--- config.mk ---
export PLATFORM = sky130hd
export DESIGN_NAME = sid_adsr_mux
export DESIGN_NICKNAME = d
export VERILOG_FILES = /design/src/rtl/sid_pkg.sv /design/src/rtl/sid_env_step.sv /design/src/rtl/sid_adsr_mux.sv
export SDC_FILE = /design/constraint.sdc
export NUM_CORES = 1
export LEC_CHECK = 0
export CAP_MARGIN = 0
export CORE_MARGIN = 2
export CORE_UTILIZATION = 50
export CTS_CLUSTER_DIAMETER = 60
export CTS_CLUSTER_SIZE = 12
export DETAILED_ROUTE_END_ITERATION = 6
export PLACE_DENSITY = 0.66
export SETUP_SLACK_MARGIN = 0.05
export SYNTH_ARGS = -nofsm -noshare
export SYNTH_HDL_FRONTEND = slang
export SYNTH_SLANG_ARGS = --single-unit
--- constraint.sdc ---
create_clock -name clk -period 21.7 [get_ports clk]
set_clock_uncertainty 0.1 [all_clocks]
set_input_delay 4.34 -clock clk [delete_from_list [all_inputs] [get_ports clk]]
set_output_delay 4.34 -clock clk [all_outputs]
set_load 0.05 [all_outputs]
--- src/rtl/sid_pkg.sv ---
// Shared types and constants for the SID-style multi-voice ADSR envelope block.
// Holds the envelope state enum, the attack period table and the exponential thresholds.
package sid_pkg;

    typedef enum logic [2:0] {
        ST_IDLE    = 3'd0,
        ST_ATTACK  = 3'd1,
        ST_DECAY   = 3'd2,
        ST_SUSTAIN = 3'd3,
        ST_RELEASE = 3'd4
    } env_state_e;

    typedef enum logic {
        SCAN_IDLE = 1'b0,
        SCAN_RUN  = 1'b1
    } scan_state_e;

    localparam int CNT_W = 14;
    localparam int EXP_W = 5;

    localparam logic [7:0] EXP_TH_1  = 8'd93;
    localparam logic [7:0] EXP_TH_2  = 8'd54;
    localparam logic [7:0] EXP_TH_4  = 8'd26;
    localparam logic [7:0] EXP_TH_8  = 8'd14;
    localparam logic [7:0] EXP_TH_16 = 8'd6;

    function automatic logic [CNT_W-1:0] atk_period(input logic [3:0] idx);
        logic [CNT_W-1:0] p;
        case (idx)
            4'd0:    p = 14'd1;
            4'd1:    p = 14'd4;
            4'd2:    p = 14'd8;
            4'd3:    p = 14'd12;
            4'd4:    p = 14'd19;
            4'd5:    p = 14'd28;
            4'd6:    p = 14'd34;
            4'd7:    p = 14'd40;
            4'd8:    p = 14'd50;
            4'd9:    p = 14'd125;
            4'd10:   p = 14'd250;
            4'd11:   p = 14'd400;
            4'd12:   p = 14'd500;
            4'd13:   p = 14'd1500;
            4'd14:   p = 14'd2500;
            default: p = 14'd4000;
        endcase
        return p;
    endfunction

    // Slow-down factor for decay/release, taken from the level scaled to 8 bits.
    function automatic logic [EXP_W-1:0] exp_mult(input logic [7:0] lvl8);
        logic [EXP_W-1:0] m;
        if (lvl8 >= EXP_TH_1)       m = 5'd1;
        else if (lvl8 >= EXP_TH_2)  m = 5'd2;
        else if (lvl8 >= EXP_TH_4)  m = 5'd4;
        else if (lvl8 >= EXP_TH_8)  m = 5'd8;
        else if (lvl8 >= EXP_TH_16) m = 5'd16;
        else                        m = 5'd30;
        return m;
    endfunction

endpackage

--- src/rtl/sid_env_step.sv ---
// Shared combinational envelope step: next state, level and counters for the
// voice currently under the scan pointer.
module sid_env_step
    import sid_pkg::*;
#(
    parameter int ENV_W  = 8,
    parameter int EXP_EN = 1
) (
    input  env_state_e       state_i,
    input  logic [ENV_W-1:0] level_i,
    input  logic [CNT_W-1:0] cnt_i,
    input  logic [EXP_W-1:0] ecnt_i,
    input  logic [3:0]       atk_i,
    input  logic [3:0]       dec_i,
    input  logic [3:0]       sus_i,
    input  logic [3:0]       rel_i,
    input  logic             gate_i,
    input  logic             gate_prev_i,
    output env_state_e       state_o,
    output logic [ENV_W-1:0] level_o,
    output logic [CNT_W-1:0] cnt_o,
    output logic [EXP_W-1:0] ecnt_o
);

    localparam logic [ENV_W-1:0] LVL_MAX = '1;

    logic [11:0]      sus_rep;
    logic [ENV_W-1:0] sus_tgt;
    logic [7:0]       lvl8;
    env_state_e       st;
    logic [CNT_W-1:0] cnt;
    logic [EXP_W-1:0] ecnt;
    logic [CNT_W-1:0] base;
    logic [CNT_W-1:0] p_dr;
    logic [EXP_W-1:0] mult;
    logic [CNT_W:0]   cnt_inc;
    logic [EXP_W:0]   ecnt_inc;
    logic             cnt_hit;
    logic             ecnt_hit;
    logic             stepping;
    logic [CNT_W-1:0] adv_cnt;
    logic [EXP_W-1:0] adv_ecnt;

    assign sus_rep = {sus_i, sus_i, sus_i};
    assign sus_tgt = sus_rep[11 -: ENV_W];
    assign lvl8    = level_i[ENV_W-1 -: 8];

    // A gate edge retargets the voice and restarts its counters before this service counts.
    always_comb begin
        st   = state_i;
        cnt  = cnt_i;
        ecnt = ecnt_i;
        if (gate_i && !gate_prev_i) begin
            st   = ST_ATTACK;
            cnt  = '0;
            ecnt = '0;
        end else if (!gate_i && gate_prev_i) begin
            st   = ST_RELEASE;
            cnt  = '0;
            ecnt = '0;
        end
    end

    always_comb begin
        base = atk_period(atk_i);
        p_dr = atk_period((st == ST_DECAY) ? dec_i : rel_i);
        mult = 5'd1;
        if (st == ST_DECAY || st == ST_RELEASE) begin
            base = (p_dr << 1) + p_dr;
            if (EXP_EN != 0) begin
                mult = exp_mult(lvl8);
            end
        end
    end

    // The base period counts in cnt; ecnt counts completed base periods up to the multiplier.
    always_comb begin
        cnt_inc  = {1'b0, cnt} + 15'd1;
        ecnt_inc = {1'b0, ecnt} + 6'd1;
        cnt_hit  = (cnt_inc >= {1'b0, base});
        ecnt_hit = (ecnt_inc >= {1'b0, mult});
        stepping = cnt_hit && ecnt_hit;
        adv_cnt  = cnt_hit ? '0 : cnt_inc[CNT_W-1:0];
        adv_ecnt = ecnt;
        if (cnt_hit) begin
            adv_ecnt = ecnt_hit ? '0 : ecnt_inc[EXP_W-1:0];
        end
    end

    always_comb begin
        state_o = st;
        level_o = level_i;
        cnt_o   = cnt;
        ecnt_o  = ecnt;
        case (st)
            ST_ATTACK: begin
                cnt_o  = adv_cnt;
                ecnt_o = adv_ecnt;
                if (stepping) begin
                    if (level_i != LVL_MAX) begin
                        level_o = level_i + 1'b1;
                    end
                    if (level_i >= LVL_MAX - 1'b1) begin
                        state_o = ST_DECAY;
                    end
                end
            end
            ST_DECAY: begin
                if (level_i <= sus_tgt) begin
                    state_o = ST_SUSTAIN;
                    cnt_o   = '0;
                    ecnt_o  = '0;
                end else begin
                    cnt_o  = adv_cnt;
                    ecnt_o = adv_ecnt;
                    if (stepping) begin
                        level_o = level_i - 1'b1;
                        if (level_i - 1'b1 <= sus_tgt) begin
                            state_o = ST_SUSTAIN;
                        end
                    end
                end
            end
            ST_SUSTAIN: begin
                cnt_o  = '0;
                ecnt_o = '0;
                if (sus_tgt < level_i) begin
                    state_o = ST_DECAY;
                end
            end
            ST_RELEASE: begin
                if (level_i == '0) begin
                    state_o = ST_IDLE;
                    cnt_o   = '0;
                    ecnt_o  = '0;
                end else begin
                    cnt_o  = adv_cnt;
                    ecnt_o = adv_ecnt;
                    if (stepping) begin
                        level_o = level_i - 1'b1;
                        if (level_i == {{(ENV_W-1){1'b0}}, 1'b1}) begin
                            state_o = ST_IDLE;
                        end
                    end
                end
            end
            default: begin
                state_o = ST_IDLE;
                cnt_o   = '0;
                ecnt_o  = '0;
            end
        endcase
    end

endmodule

--- src/rtl/sid_adsr_mux.sv ---
// Multi-voice ADSR envelope generator: a tick launches a scan that services one
// voice per clock through a single shared step datapath.
module sid_adsr_mux
    import sid_pkg::*;
#(
    parameter  int NUM_VOICES = 4,
    parameter  int ENV_W      = 8,
    parameter  int EXP_EN     = 1,
    localparam int VW         = (NUM_VOICES > 1) ? $clog2(NUM_VOICES) : 1
) (
    input  logic             clk,
    input  logic             rst_n,
    input  logic             tick_i,
    input  logic             wr_en_i,
    input  logic [VW-1:0]    wr_voice_i,
    input  logic [1:0]       wr_addr_i,
    input  logic [7:0]       wr_data_i,
    output logic             env_valid_o,
    output logic [VW-1:0]    env_voice_o,
    output logic [ENV_W-1:0] env_level_o,
    output logic             tick_overrun_o
);

    typedef struct packed {
        env_state_e       state;
        logic [ENV_W-1:0] level;
        logic [CNT_W-1:0] cnt;
        logic [EXP_W-1:0] ecnt;
        logic [3:0]       atk;
        logic [3:0]       dec;
        logic [3:0]       sus;
        logic [3:0]       rel;
        logic             gate;
        logic             gate_prev;
    } voice_t;

    scan_state_e      scan_q, scan_d;
    logic [VW-1:0]    ptr_q, ptr_d;
    logic             ovr_q, ovr_d;
    voice_t           voice_arr [NUM_VOICES];
    voice_t           cur;
    env_state_e       step_state;
    logic [ENV_W-1:0] step_level;
    logic [CNT_W-1:0] step_cnt;
    logic [EXP_W-1:0] step_ecnt;

    always_ff @(posedge clk or negedge rst_n) begin
        if (!rst_n) begin
            scan_q <= SCAN_IDLE;
            ptr_q  <= '0;
            ovr_q  <= 1'b0;
        end else begin
            scan_q <= scan_d;
            ptr_q  <= ptr_d;
            ovr_q  <= ovr_d;
        end
    end

    always_comb begin
        scan_d = scan_q;
        ptr_d  = ptr_q;
        ovr_d  = 1'b0;
        case (scan_q)
            SCAN_RUN: begin
                ovr_d = tick_i;
                if (ptr_q == VW'(NUM_VOICES - 1)) begin
                    scan_d = SCAN_IDLE;
                    ptr_d  = '0;
                end else begin
                    ptr_d = ptr_q + 1'b1;
                end
            end
            default: begin
                if (tick_i) begin
                    scan_d = SCAN_RUN;
                    ptr_d  = '0;
                end
            end
        endcase
    end

    assign cur = voice_arr[ptr_q];

    sid_env_step #(
        .ENV_W  (ENV_W),
        .EXP_EN (EXP_EN)
    ) u_step (
        .state_i     (cur.state),
        .level_i     (cur.level),
        .cnt_i       (cur.cnt),
        .ecnt_i      (cur.ecnt),
        .atk_i       (cur.atk),
        .dec_i       (cur.dec),
        .sus_i       (cur.sus),
        .rel_i       (cur.rel),
        .gate_i      (cur.gate),
        .gate_prev_i (cur.gate_prev),
        .state_o     (step_state),
        .level_o     (step_level),
        .cnt_o       (step_cnt),
        .ecnt_o      (step_ecnt)
    );

    for (genvar gi = 0; gi < NUM_VOICES; gi++) begin : g_voice
        voice_t v_q;
        logic   svc;
        logic   wr_hit;

        assign svc    = (scan_q == SCAN_RUN) && (ptr_q == VW'(gi));
        assign wr_hit = wr_en_i && (wr_voice_i == VW'(gi));

        // A write landing on this voice's own slot is seen from its next service onward.
        always_ff @(posedge clk or negedge rst_n) begin
            if (!rst_n) begin
                v_q <= '0;
            end else begin
                if (svc) begin
                    v_q.state     <= step_state;
                    v_q.level     <= step_level;
                    v_q.cnt       <= step_cnt;
                    v_q.ecnt      <= step_ecnt;
                    v_q.gate_prev <= v_q.gate;
                end
                if (wr_hit) begin
                    case (wr_addr_i)
                        2'd0:    {v_q.atk, v_q.dec} <= wr_data_i;
                        2'd1:    {v_q.sus, v_q.rel} <= wr_data_i;
                        2'd2:    v_q.gate <= wr_data_i[0];
                        default: ;
                    endcase
                end
            end
        end

        assign voice_arr[gi] = v_q;
    end

    assign env_valid_o    = (scan_q == SCAN_RUN);
    assign env_voice_o    = (scan_q == SCAN_RUN) ? ptr_q : '0;
    assign env_level_o    = (scan_q == SCAN_RUN) ? step_level : '0;
    assign tick_overrun_o = ovr_q;

endmodule
==> metrics.txt <==
run status=finished, final reports clean; final RePlAce weighted congestion=between 0.9 and 1; PortBufs=27; count leader, synth=dfrtp_1; utilization after layout=roughly 55%; Async SR Flop Fraction=100%; Die H=159 um; total negative slack=0 ns; Static Leak=a little under 6 nW; min Tclk post-route=14.38 ns; first-pass GRT wire length=around 45 mm; Final HPWL DP=~19 mm; maximum vdd ir drop=0.114 mV; nature of the critical path startpoint=flip-flop; Yosys cell types=78; R2R setup slack=approximately 13 ns; fmax=~70 MHz; ratio of final minimum period to clock period=approximately two thirds; Cell Area, Synth=roughly 0.012 sq mm; largest net degree at the start of global routing=roughly 120; Cell Rows=56; min-delay worst type=flip-flop to flip-flop; n_diodes=0; vias in the first global route=~8400; GRT Total Usage=22.3%; max_slew headroom=28.4%; top cell type's share of synthesized area=~41%; Starting Density=about half; full die area=approximately 0.025 sq mm; Mapped Cells=between 1000 and 1500; final setup fails=0; FF+latch count, synth=196; Top FF cell, synth=dfrtp_1; router iterations before antenna repair=5; core area=0.0235 sq mm; grt ovf=0; Avg Cell Area, Syn=11.3 sq um; fin cells=roughly 1400; Setup CP Type=flip-flop to primary output; CTS sink count=196; CP Capture Type=primary output; DR WL/cell=19.4 um; DRC viols=0; yosys warns=0; post-synthesis sequential area ratio=about two fifths; die width=159 um; RSZ-0062 raised after global routing=no; Reg clk slew, reported paths=roughly 0.08 ns; Max Cap Viol=0; CTS tree=built; Clock Tree Buf Depth=2; Final Hold Viols=0; Post-synth EDFFs=0; clock latency on the worst-skew pair=between 0.4 and 0.5 ns; antenna violations before repair=0; Pwr per Cell Area=roughly 160 mW/mm^2; buffer count from post-CTS setup fixing=0; io pins=28; cts bufs inserted=17; Worst Path Required=between 15 and 20 ns; layout cells sized above 1=about 26%; CTS Hold Bufs=0; Via density=about 6; Clock Tree Root=clkbuf_16; Commonest cells post-synth=196 x dfrtp_1, 160 x mux2_2, 91 x nand2_1; dpl cells=about 1400; syn nets=1138; initial DRC count=648; # nets final=around 1100; post_cts resized=0; ANT nets after route=0; synth top area cells=dfrtp_1 41%, mux2_2 15%, mux4_2 9.4%; crit-path max FO=27; post-synth top area cell=dfrtp_1; H-tree depth=4; drt total wl=26.9 mm; Final Total Pwr=a little over 0.002 W; measured slew at the worst slew-check pin=1.07 ns; Critical Path AT=between 9 and 10 ns; Area growth, synth to finish=8.86%; WHS=between 0.3 and 0.4 ns; max-slew violation count=0; Vias=between 8000 and 9000
[layer usage]
metal  vias to the layer above  share of wire, %  global-route usage [%]
met2                       133                48                    37.1
li1                       3891                 -                       -
met4                         0               1.9                    6.86
met1                      4160                47                    30.6
met5                         -                 0                       0
met3                        35               2.7                    2.87
[area by class of cell]
cell class              count  area (sq um)
clock buffers              17           425
multi-input cells         771          6680
inverters                  38           143
fillers                  2063         10500
well taps                 319           399
flip-flops and latches    196          4910
clock inverters            15           201
repair buffers             31           304
[layout by cell type (no fill, tap or decap), types with 6 or more instances in the layout]
master | netlist | final
nand2b_1 | 14 | 14
clkdlybuf4s50_1 | 0 | 26
nand4_1 | 12 | 12
nor2_1 | 45 | 45
inv_1 | 37 | 37
nor2b_1 | 8 | 8
a21oi_1 | 35 | 35
nand2_1 | 91 | 87
xor2_1 | 13 | 12
clkbuf_16 | 0 | 17
nor3_1 | 21 | 21
o31ai_1 | 7 | 7
clkinv_8 | 0 | 6
o21a_1 | 9 | 9
mux4_2 | 50 | 50
xnor2_1 | 18 | 17
ha_1 | 60 | 60
mux2_2 | 160 | 160
nand3_1 | 25 | 25
o21ai_0 | 71 | 71
and2_1 | 20 | 20
a21o_1 | 11 | 11
dfrtp_1 | 196 | 194
nand3b_1 | 6 | 6
[metrics by stage]
| step | area [sq um] | setup slack [ns] |
|---|---|---|
| finish | 13100 | 7.32 |
| global route | 13100 | 6.72 |
| CTS | 13100 | 7.36 |
| detailed placement | 12400 | 7.90 |
| global placement | 12400 | 8.11 |
| floorplan | 12000 | 9.95 |
[registers in the layout (all words and copies together) (netlist names)]
register / flops
ptr_q: 2
tick_overrun_o: 1
g_voice.v_q: 192
env_valid_o: 1
[logic make-up (layout without fill, tap and decap cells)]
kind of cell / Yosys count / count (layout) / synth area share (%)
xor+xnor: 31 / 31 / 2.26
simple gates: 271 / 271 / 11.5
buf+inv: 94 / 101 / 3.66
mux: 215 / 215 / 24.8
compound gates: 190 / 190 / 10.2
flops: 196 / 196 / 40.9
fa+ha+maj: 64 / 64 / 6.67
[critical path, cell delays in order (launching register included)]
cell and delay (ns):
dfrtp_4 0.79, mux4_2 0.68, xnor2_2 0.80, nand2_1 0.24, mux4_2 0.34, mux2i_1 0.32, ha_1 0.44, mux4_2 0.52
ha_1 0.35, nor2b_1 0.16, o21a_1 0.17, o21ai_0 0.35, a21boi_0 0.20, o21ai_0 0.19, a21oi_1 0.12, or3_1 0.33
a31o_2 0.25, ha_1 0.27, nand2_1 0.07, o21ai_0 0.30, a221oi_4 0.12, a21boi_1 0.84, o21ai_0 0.24, a22oi_1 0.40
and2_1 0.20, clkdlybuf4s50_1 0.80
[power breakdown]
| group | internal [W] | switching (W) | total (W) |
|---|---|---|---|
| clock network | 0.000160 | 0.000170 | 0.000329 |
| registers | 0.000432 | 0.0000570 | 0.000489 |
| logic | 0.000480 | 0.000728 | 0.00121 |
| total | 0.00107 | 0.000955 | 0.00203 |
[final timing paths]
check	from	to	depth (start not counted)
max	ptr_q[0]	env_level_o[7]	25
min	g_voice[2].v_q[24]	g_voice[2].v_q[24]	2
max reg2reg	ptr_q[0]	g_voice[1].v_q[38]	24
min reg2reg	g_voice[2].v_q[24]	g_voice[2].v_q[24]	2
max in group asynchronous	rst_n	g_voice[3].v_q[28]	2
min in group asynchronous	rst_n	g_voice[2].v_q[5]	1
(Power assumes the default switching activity.)
